## src/rtl/acb_mem_arbiter.sv

```systemverilog
// acb_mem_arbiter: two-source memory request arbiter with in-order response routing via a tag FIFO
// Ports: clk/reset (sync, active-high);
//   sN_req_write_*  : request pipe from source N (req in, ack out, REQ_W word in)
//   sN_resp_read_*  : response pipe to source N (req in, ack out, RESP_W word out)
//   mem_req_pipe_read_*   : request pipe to memory (req in, ack out, REQ_W word out)
//   mem_resp_pipe_write_* : response pipe from memory (req in, ack out, RESP_W word in)
module acb_mem_arbiter #(
  parameter int REQ_W  = 110,
  parameter int RESP_W = 65,
  parameter int DEPTH  = 4
) (
  input  logic              clk,
  input  logic              reset,
  input  logic              s0_req_write_req,
  output logic              s0_req_write_ack,
  input  logic [REQ_W-1:0]  s0_req_write_data,
  input  logic              s1_req_write_req,
  output logic              s1_req_write_ack,
  input  logic [REQ_W-1:0]  s1_req_write_data,
  input  logic              s0_resp_read_req,
  output logic              s0_resp_read_ack,
  output logic [RESP_W-1:0] s0_resp_read_data,
  input  logic              s1_resp_read_req,
  output logic              s1_resp_read_ack,
  output logic [RESP_W-1:0] s1_resp_read_data,
  input  logic              mem_req_pipe_read_req,
  output logic              mem_req_pipe_read_ack,
  output logic [REQ_W-1:0]  mem_req_pipe_read_data,
  input  logic              mem_resp_pipe_write_req,
  output logic              mem_resp_pipe_write_ack,
  input  logic [RESP_W-1:0] mem_resp_pipe_write_data
);
  localparam int AW = $clog2(DEPTH);
  localparam logic [AW:0] FULL_CNT = DEPTH[AW:0];
  typedef enum logic [1:0] {IDLE, ACCEPT, ISSUE} state_t;
  state_t r_state, w_next;
  logic r_grant, r_last, w_grant, w_src_req, w_push, w_issue, w_pop, w_deliver;
  logic [REQ_W-1:0] r_req_buf;
  logic [DEPTH-1:0] r_tags;
  logic [AW-1:0] r_wp, r_rp;
  logic [AW:0] r_cnt;
  logic r_resp_full, r_owner;
  logic [RESP_W-1:0] r_resp_buf;
  // acks come from registered state; reset masks them so nothing transfers while it is held
  assign s0_req_write_ack = !reset && r_state == ACCEPT && !r_grant;
  assign s1_req_write_ack = !reset && r_state == ACCEPT && r_grant;
  assign mem_req_pipe_read_ack = !reset && r_state == ISSUE;
  assign mem_req_pipe_read_data = reset ? '0 : r_req_buf;
  assign mem_resp_pipe_write_ack = !reset && !r_resp_full && r_cnt != '0;
  assign s0_resp_read_ack = !reset && r_resp_full && !r_owner;
  assign s1_resp_read_ack = !reset && r_resp_full && r_owner;
  assign s0_resp_read_data = reset ? '0 : r_resp_buf;
  assign s1_resp_read_data = reset ? '0 : r_resp_buf;
  assign w_src_req = r_grant ? s1_req_write_req : s0_req_write_req;
  assign w_push = (s0_req_write_ack && s0_req_write_req) || (s1_req_write_ack && s1_req_write_req);
  assign w_issue = mem_req_pipe_read_ack && mem_req_pipe_read_req;
  assign w_pop = mem_resp_pipe_write_ack && mem_resp_pipe_write_req;
  assign w_deliver = (s0_resp_read_ack && s0_resp_read_req) || (s1_resp_read_ack && s1_resp_read_req);
  // r_last holds the most recently issued source; on contention the other one wins
  assign w_grant = (s0_req_write_req && s1_req_write_req) ? !r_last : s1_req_write_req;
  always_comb begin
    w_next = r_state == IDLE   ? ((s0_req_write_req || s1_req_write_req) && r_cnt != FULL_CNT ? ACCEPT : IDLE) :
             r_state == ACCEPT ? (w_src_req ? ISSUE : IDLE) :
                                 (w_issue ? IDLE : ISSUE);
  end
  always_ff @(posedge clk) begin
    if (reset) begin
      r_state     <= IDLE;
      r_grant     <= 1'b0;
      r_last      <= 1'b1;
      r_req_buf   <= '0;
      r_wp        <= '0;
      r_rp        <= '0;
      r_cnt       <= '0;
      r_resp_full <= 1'b0;
      r_owner     <= 1'b0;
      r_resp_buf  <= '0;
    end else begin
      r_state <= w_next;
      if (r_state == IDLE) r_grant <= w_grant;
      if (w_push) begin
        r_req_buf    <= r_grant ? s1_req_write_data : s0_req_write_data;
        r_tags[r_wp] <= r_grant;
        r_wp         <= r_wp + AW'(1);
      end
      if (w_issue) r_last <= r_grant;
      if (w_pop) begin
        r_rp        <= r_rp + AW'(1);
        r_owner     <= r_tags[r_rp];
        r_resp_buf  <= mem_resp_pipe_write_data;
        r_resp_full <= 1'b1;
      end else if (w_deliver) r_resp_full <= 1'b0;
      r_cnt <= r_cnt + (AW+1)'(w_push) - (AW+1)'(w_pop);
    end
  end
endmodule

```

## config.mk

```make
export PLATFORM = sky130hd
export DESIGN_NAME = acb_mem_arbiter
export DESIGN_NICKNAME = d
export VERILOG_FILES = /design/src/rtl/acb_mem_arbiter.sv
export SDC_FILE = /design/constraint.sdc
export NUM_CORES = 1
export LEC_CHECK = 0
export BUFFER_PORTS_ARGS = -buffer_cell sky130_fd_sc_hd__buf_2
export CORE_AREA = 2 2 211 213
export DETAILED_ROUTE_END_ITERATION = 10
export DIE_AREA = 0 0 213 215
export PLACE_DENSITY = 0.53
export SLEW_MARGIN = 0
export SYNTH_ARGS = -nofsm -noshare
export SYNTH_HDL_FRONTEND = slang
export SYNTH_SLANG_ARGS = --single-unit
```

## constraint.sdc

```tcl
create_clock -name clk -period 2.35 [get_ports clk]
set_clock_uncertainty 0.1 [all_clocks]
set_input_delay 0.1175 -clock clk [delete_from_list [all_inputs] [get_ports clk]]
set_output_delay 0.1175 -clock clk [all_outputs]
set_load 0.03 [all_outputs]
```

# Word-level counts from Yosys, hierarchy flattened
# Cells that the tools add are included.
[op_classes]
add_sub_neg = 4
magnitude_cmp = 3
eq_ne = 3
mux = 17
bitwise_logic = 1
n_reduce_logical = 30
[ops]
columns = ["op", "n"]
rows = [
  ["$mux W110", 2],
  ["$mux W65", 1],
  ["$logic_and A1 B1 Y1", 18],
  ["$mux W2", 4],
  ["$mux W1", 7],
  ["$lt A2 B3 Y1 const B", 2],
  ["$logic_not A1 Y1", 5],
  ["$add A2 B1 Y2 const B", 2],
  ["$bwmux W4", 1],
  ["$add A3 B1 Y3", 1],
  ["$logic_or A1 B1 Y1", 3],
  ["$ne A3 B3 Y1 const B", 1],
  ["$reduce_bool A3 Y1", 1],
  ["$sub A3 B1 Y3", 1],
  ["$bmux W1 S2", 1],
  ["$demux W1 S2", 1],
  ["$eq A2 B1 Y1 const B", 1],
  ["$eq A2 B2 Y1 const B", 1],
  ["$ge A2 B1 Y1 const B", 1],
  ["$logic_not A2 Y1", 1],
  ["$reduce_and A2 Y1", 1],
  ["$reduce_bool A2 Y1", 1],
  ["$not A1 Y1", 1],
]
[totals]
regBits = 192
out_inout_bits = 246

# Depth between registers and ports, before layout
# Gate-level depths: netlist of run 1.
[logic_depth]
word_depth = 7
mapped_depth = 11
depth_no_buf = 9

# Least setup slack after synthesis of run 1
# OpenSTA, ideal clock, no wires.
[synth_timing]
kind = "reg2reg"
start = "register r_cnt[1]"
end = "register r_cnt[2]"
setup_time_ps = 128
t_arrival_ps = 2216
setup_slack_ps = -93
path_stages_with_launch = 11
path_buffers = 1
synth_period_minus_slack_ps = 2443
cell_sequence = "dfxtp_1 -> nor3_1 -> clkbuf_1 -> nor2_1 -> ha_1 -> inv_1 -> ha_1 -> inv_1 -> fa_1 -> xnor2_1 -> nor2_1"
[synth_between]
elab_chain_cells = 4
word_cells_on_any_way = 5
classes_between = "2 x add/sub; 3 x reduce/logical"
[synth_rtl]
columns = ["element", "line", "rtl"]
rows = [
  ["start, declared", "41", "logic [AW:0] r_cnt;"],
  ["start signal, assigned", "93", "r_cnt <= r_cnt + (AW+1)'(w_push) - (AW+1)'(w_pop);"],
  ["$reduce_bool A3 Y1", "49", "assign mem_resp_pipe_write_ack = !reset && !r_resp_full && r_cnt != '0;"],
  ["$logic_and A1 B1 Y1", "49", ""],
  ["$logic_and A1 B1 Y1", "57", "assign w_pop = mem_resp_pipe_write_ack && mem_resp_pipe_write_req;"],
  ["via w_pop", "37", "logic r_grant, r_last, w_grant, w_src_req, w_push, w_issue, w_pop, w_deliver;"],
  ["$sub A3 B1 Y3", "93", ""],
]
# The timed path passes the listed nets, and every way through them passes these cells.
# A chain may end at the register's enable or synchronous reset.

# Final worst setup path of run 1
[layout_timing]
start = "register r_resp_full"
end = "register r_cnt[2]"
[layout_between]
elab_chain_cells = 5
[layout_rtl]
columns = ["element", "line", "rtl"]
rows = [
  ["start, declared", "42", "logic r_resp_full, r_owner;"],
  ["start signal, assigned", "75", "r_resp_full <= 1'b0;"],
  ["start signal, assigned", "91", "r_resp_full <= 1'b1;"],
  ["start signal, assigned", "92", "end else if (w_deliver) r_resp_full <= 1'b0;"],
  ["$logic_not A1 Y1", "49", ""],
  ["$logic_and A1 B1 Y1 (2 in a row)", "49", ""],
  ["$logic_and A1 B1 Y1", "57", ""],
  ["via w_pop", "37", ""],
  ["$sub A3 B1 Y3", "93", ""],
]
# The timed path passes the listed nets, and every way through them passes these cells.

==> flow_summary.ini, run 1 <==
[drt]
drt_wl_total_mm = 34.5
vias_per_instance = 4.21
drt.antenna.violating_nets = 0
first_drt_iteration_drcs = 457
num_vias = 9863
wl_per_cell_um = 14.7
drc = 0
drt_pass1_iterations = 4

[floorplan]
die_h_um = 215
ioPinCount = 539
chipWidth_um = 213
core_mm2 = 0.0436
row_count = 77
floorplan.initialDensity_pct = 22.4
floorplan.die_area_mm2 = 0.0458

[outcome]
status = completed

[layout]
area.growth.synth_to_final_pct = 66.0
final_layout_size_suffix_gt1_share_pct = 45.6
fill_cells = 4267
nNetsFinal = 2036
insertedDiodeCount = 0
layout.cell_area.non_filler_mm2 = 0.0162

[critical_path]
critPathLaunchType = flop
crit_path_max_fanout = 2
timing.reg2reg.setup_slack_ns = 0.13
kind_of_end_point_of_the_critical_path = flop
timing.critical_path.required_ns = 2.60
cp.arrival_ns = 2.47
worstSetupStartpoint = r_resp_full$_SDFFE_PP0P_
reg2reg_depth = 9
r2r-end = r_cnt[2]$_SDFF_PP0_
worstSetupPathType = flop to flop
worst_r2r_startpoint = r_resp_full$_SDFFE_PP0P_

[clock_tree]
post-cts-setup-buffers = 0
cts_max_path_buffers = 2
cts.clk_slew.worst_paths_ns = 0.07
cts_root_buffer = clkbuf_16
tritoncts = done
worstSkewPairLatency_ns = 0.48
numCtsBuffers = 17
htreeDepth = 4
clock_sink_count = 192

[yosys]
ys_seq_elements = 192
netlist-cell-type-count = 35
syn-num-nets = 1301
synth_cells = 1001
avgSynthCellArea_um2 = 9.76
yosysWarnings = 0
seq_area_frac_synth_pct = 39.7
area_of_the_mapped_netlist_mm2 = 0.00977
dominantRegCellSynth = dfxtp_1
synth-edff-count = 4
async_reset_ff_share_pct = 0

[placement]
gpl.final_weighted_congestion = 0.822
detailedPlacementHpwl_mm = 22.3
port_buffers = 538
placed_cell_area_mm2 = 0.0127
dp_worst_setup_slack_ns = 0.123

[timing]
timing.final.setup_violations = 0
number_of_max_slew_violations_in_the_final_report = 0
max_slew_margin_pct = 46.2
finalHoldViolations = 0
period_share_pct = 94.6
worstMarginPinSlew_ns = 0.807
post-route-worst-setup-slack_ns = 0.126
tns_ns = 0
max_clock_freq_mhz = 450
fin_crit_ns = 2.22

[global_route]
grt_pass1_wl_mm = 53.6
vias_in_the_first_global_route = 10400
grt_start_max_net_pins = 117
initial_antenna_violation_count = 0
grt_usage_pct = 15.0
overflow = 0

[min_path]
min_to = r_req_buf[18]$_SDFFE_PP0N_
worstHoldPathType = input port to flop
min_delay_src = reset
hold_depth = 4

[power_and_ir_drop]
power.density_cell_area_mw_per_mm2 = 596
total_power_mw = 9.66
vdd_ir_drop_max_v = 0.000510
cellLeakagePower_nw = 7.47

[run]
maxCapViolCount = 0
-- flip-flops by register name, indices dropped and copies added (netlist names) --
register / count
r_cnt: 3
r_grant: 1
r_last: 1
r_owner: 1
r_req_buf: 110
r_resp_buf: 65
r_resp_full: 1
r_rp: 2
r_state: 2
r_tags: 4
r_wp: 2
-- power breakdown --
group	internal, mW	total, mW	switching [mW]
Sequential	3.58	3.70	0.121
Clock	1.38	2.74	1.36
Combinational	1.41	3.23	1.82
-- routing by layer --
layer  global-route usage [%]  vias to the layer above  wire, µm
li1                         -                     4842         -
met1                     16.5                     4527     14200
met2                     25.5                      410     16400
met3                     5.04                       84      2490
met4                     7.58                        0      1370
met5                        0                        -         0
-- cell type report --
type	count	area (µm²)	share of cell area, %
clock inverter	11	82.6	0.509
sequential	192	3890	24.0
inverter	6	22.5	0.139
multi-input combinational	655	5040	31.1
timing repair buffer	864	5990	36.9
clock buffer	21	450	2.78
tap	592	741	4.57
-- Yosys cell counts, types with 2 or more instances --
cell / n / area share [%]
inv_1: 6 / 0.23
a21oi_1: 71 / 3.6
nand2b_1: 2 / 0.13
nand2_1: 3 / 0.12
nor2b_1: 177 / 11
buf_1: 5 / 0.19
clkbuf_1: 61 / 2.3
or3_1: 2 / 0.13
nand3_1: 70 / 3.6
buf_6: 3 / 0.35
mux2_1: 25 / 2.9
nor2_1: 6 / 0.23
nor3_1: 3 / 0.15
o21ai_0: 72 / 3.7
edfxtp_1: 4 / 1.2
buf_2: 11 / 0.56
and2_1: 4 / 0.26
mux2i_1: 3 / 0.31
nor3b_1: 3 / 0.23
dfxtp_1: 188 / 39
ha_1: 6 / 0.77
buf_4: 68 / 5.2
mux2_2: 196 / 23
-- critical path, stage by stage, from the launching register on --
cell and delay [ns]:
dfxtp_1 0.31, or3b_2 0.47, nor2_1 0.12, ha_1 0.24, inv_1 0.06, ha_1 0.13, inv_1 0.05, fa_1 0.40
xnor2_1 0.15, nor2_1 0.05
-- metrics by stage --
stage               util [%]  hold slack, ns  cells
detailed placement      29.1           0.277   2010
CTS                     37.1           0.123   2341
global route            37.2           0.182   2341
finish                  37.2           0.177   2341
global placement        29.1           0.272   2010
floorplan                  -           0.165   1001
-- layout by cell type, fill, tap and decap left out, types with 6 or more instances in the layout --
cell type / n
nor2_1: 6
dfxtp_1: 187
nand3_1: 70
dlygate4sd3_1: 299
mux2_2: 196
inv_1: 6
o21ai_0: 72
ha_1: 6
nor2b_1: 177
buf_12: 7
clkbuf_16: 17
a21oi_1: 71
buf_2: 537
mux2_1: 25
buf_4: 18
-- worst max-delay path by stage --
stage | endpoint | cells past startpoint
6_report | r_cnt[2]$_SDFF_PP0_ | 9
5_1_grt | r_cnt[2]$_SDFF_PP0_ | 9
4_1_cts | r_resp_buf[61]$_SDFFE_PP0P_ | 5
3_5_place_dp | r_cnt[2]$_SDFF_PP0_ | 9
3_3_place_gp | r_cnt[2]$_SDFF_PP0_ | 9
2_1_floorplan | r_cnt[2]$_SDFF_PP0_ | 10
-- cell families (layout without fill, tap and decap cells) --
logic type | after synthesis | count (layout) | share of synthesized area, %
AO/OA/AOI/OAI | 146 | 146 | 7.57
XOR/XNOR | 2 | 2 | 0.179
AND/OR/NAND/NOR | 275 | 275 | 16.6
adder cells (fa/ha/maj) | 7 | 7 | 0.973
flip-flops | 192 | 192 | 39.7
buffers and inverters | 154 | 902 | 8.90
multiplexers | 225 | 225 | 26.0
-- what timing repair did --
action / CTS / global route
endpoints found under the hold margin: 181 / 0
hold buffers: 299 / 0
resized for setup: 0 / 2
setup endpoints to repair: 0 / 7
(Power assumes the default switching activity.)
==> inputs of run 2 (changes only) <==
- clock period: 2.35 -> 1.88 ns (I/O delays scaled with it)
==> run 2 against run 1 <==
Compared with the run above: the flow now finishes with violations (setup timing); final cell count grew 0.38%; combinational power grew 35%; worst hold slack worse by 0.052 ns; sequential share of layout area down 0.27 points; first-iteration DRC count up 23%; final area is 1.2% higher; critical path depth decreased by 1; critical path type unchanged; largest cell class unchanged; highest routed layer unchanged.
==> flow_summary.ini, run 2 (same netlist as run 1, synthesis figures left out) <==
[layout]
registers.top_by_ff_count = r_req_buf
reg_top3 = r_req_buf (110), r_resp_buf (65), r_tags (4)
layout.cell_area.non_filler_mm2 = 0.0164
layout_common_cells = buf_2, dlygate4sd3_1, mux2_2
layout.cells.most_common = buf_2
area.growth.synth_to_final_pct = 68.0
flip_flop_count_of_the_largest_register_all_copies_and_words_added = 110
final_layout_size_suffix_gt1_share_pct = 46.9
nNetsFinal = 2043
fill_cells = 4277

[critical_path]
critPathLaunchType = flop
crit_path_cell_trace = or3b_4, nor2_4, ha_4, inv_4, ha_4, inv_2, fa_2, nor2_1
crit_path_max_fanout = 2
worst_r2r_startpoint = r_resp_full$_SDFFE_PP0P_
timing.critical_path.required_ns = 2.14
combined_buffer_and_inverter_count_along_the_critical_path = 2
timing.reg2reg.setup_slack_ns = -0.14
timing.critical_path.slowest_cell_delay_ns = 0.51
worstSetupPathType = flop to flop
r2r-end = r_cnt[1]$_SDFF_PP0_
cp.arrival_ns = 2.27
path_common_cell = ha_4
kind_of_end_point_of_the_critical_path = flop
crit_path_top_delay_cell = fa_2
critical_path.top_delay_family = adder cells
reg2reg_depth = 8

[drt]
drt_pass1_iterations = 5
top_layer = met4
num_vias = 10100
wl_per_cell_um = 15.6
detailroute.wirelength.met3_mm = 2.82
vias_per_instance = 4.30
route.layer.met1.wl_mm = 14.5
wl_met2_mm = 17.6
first_drt_iteration_drcs = 560
drc = 0
drt.antenna.violating_nets = 0
drt_wl_total_mm = 36.7

[timing]
worstMarginPinSlew_ns = 0.667
fin_crit_ns = 2.02
max_clock_freq_mhz = 495
grt_setup_unrepaired = true
final.hold.worst_slack_ns = 0.125
finalHoldViolations = 0
timing.final.setup_violations = 5
period_share_pct = 107
max_slew_margin_pct = 55.5
number_of_max_slew_violations_in_the_final_report = 0
post-route-worst-setup-slack_ns = -0.138

[floorplan]
floorplan.initialDensity_pct = 22.4
ioPinCount = 539
row_count = 77
die_h_um = 215
chipWidth_um = 213
floorplan.die_area_mm2 = 0.0458
core_mm2 = 0.0436

[power_and_ir_drop]
cellLeakagePower_nw = 7.58
power.density_cell_area_mw_per_mm2 = 761
vdd_ir_drop_max_v = 0.000564

[placement]
detailedPlacementHpwl_mm = 22.9
port_buffers = 538
placed_cell_area_mm2 = 0.0128
gpl.final_weighted_congestion = 0.793
dp_worst_setup_slack_ns = -0.165

[clock_tree]
worstSkewPairLatency_ns = 0.47
clock_sink_count = 192
cts.clk_slew.worst_paths_ns = 0.07
cts_root_buffer = clkbuf_16
numCtsBuffers = 17
htreeDepth = 4
tritoncts = done
cts_max_path_buffers = 2

[min_path]
min_delay_src = reset
worstHoldPathType = input port to flop
min_to = r_cnt[0]$_SDFF_PP0_
hold_depth = 4

[global_route]
grt_usage_pct = 15.4
vias_in_the_first_global_route = 10400
overflow = 0
grt_pass1_wl_mm = 54.8
initial_antenna_violation_count = 3
grt_start_max_net_pins = 93

[outcome]
status = finished, violations left
violations = setup timing

[run]
maxCapViolCount = 0
-- run 2: cell types whose count changed in the layout (fill, tap and decap cells not counted), sizes merged --
cell | previous run | this run
buf | 564 | 577
dlygate4sd3 | 299 | 291
clkinvlp | 3 | 1
diode | 0 | 2
bufinv | 0 | 1
clkbuf | 22 | 23
clkinv | 5 | 6
inv | 9 | 10
-- run 2: per-layer routing --
| metal | GRT usage [%] | up-vias |
|---|---|---|
| li1 | - | 4855 |
| met1 | 16.2 | 4657 |
| met2 | 26.7 | 486 |
| met3 | 5.01 | 118 |
| met4 | 9.02 | 0 |
| met5 | 0 | - |
-- run 2: where the power goes --
part	internal, mW	total (mW)	switching, mW
Combinational	1.93	4.35	2.42
Sequential	4.47	4.60	0.134
Clock	1.83	3.53	1.70
-- run 2: timing repair --
item / 4_1_cts / 5_1_grt
endpoints found under the setup margin: 37 / 132
hold buffers: 291 / 0
buffers inserted: 0 / 2
hold endpoints to repair: 182 / 0
gates cloned: 0 / 1
pin swaps: 0 / 6
gates resized for setup: 3 / 15
-- run 2: stage by stage --
stage / power [mW] / setup TNS, ns / std cells / util, %
floorplan: 7.15 / -0.552 / 1001 / -
global placement: 8.36 / -0.312 / 2023 / 29.4
detailed placement: 8.39 / -0.494 / 2023 / 29.4
CTS: 12.5 / -1.01 / 2345 / 37.3
global route: 13.2 / -2.73 / 2349 / 37.6
finish: 12.5 / -0.311 / 2350 / 37.6
-- run 2: final cells by class --
class / count / area (µm²) / area share (%)
repair buffers: 871 / 6100 / 37.1
multi-input cells: 655 / 5110 / 31.1
flip-flops and latches: 192 / 3890 / 23.7
well taps: 592 / 741 / 4.51
clock buffers: 20 / 437 / 2.66
clock inverters: 12 / 109 / 0.663
inverters: 6 / 25.0 / 0.152
diodes: 2 / 5.00 / 0.0305
-- run 2: worst max-delay path by stage --
stage                        startpoint                   to  slack [ns]  depth (start not counted)
2_1_floorplan  r_resp_full$_SDFFE_PP0P_  r_cnt[1]$_SDFF_PP0_       -0.29                          9
3_3_place_gp   r_resp_full$_SDFFE_PP0P_  r_cnt[1]$_SDFF_PP0_       -0.16                          8
3_5_place_dp   r_resp_full$_SDFFE_PP0P_  r_cnt[1]$_SDFF_PP0_       -0.16                          8
4_1_cts        r_resp_full$_SDFFE_PP0P_  r_cnt[1]$_SDFF_PP0_       -0.17                          8
5_1_grt        r_resp_full$_SDFFE_PP0P_  r_cnt[1]$_SDFF_PP0_       -0.19                          8
6_report       r_resp_full$_SDFFE_PP0P_  r_cnt[1]$_SDFF_PP0_       -0.14                          8
-- run 2: worst reg2reg max path: cells and delay by family (launching register included) --
kind	cells	cell delay, ns
adders and majority gates	3	0.84
and+or+nand+nor	3	0.58
buffers and inverters	2	0.08
DFF	1	0.32
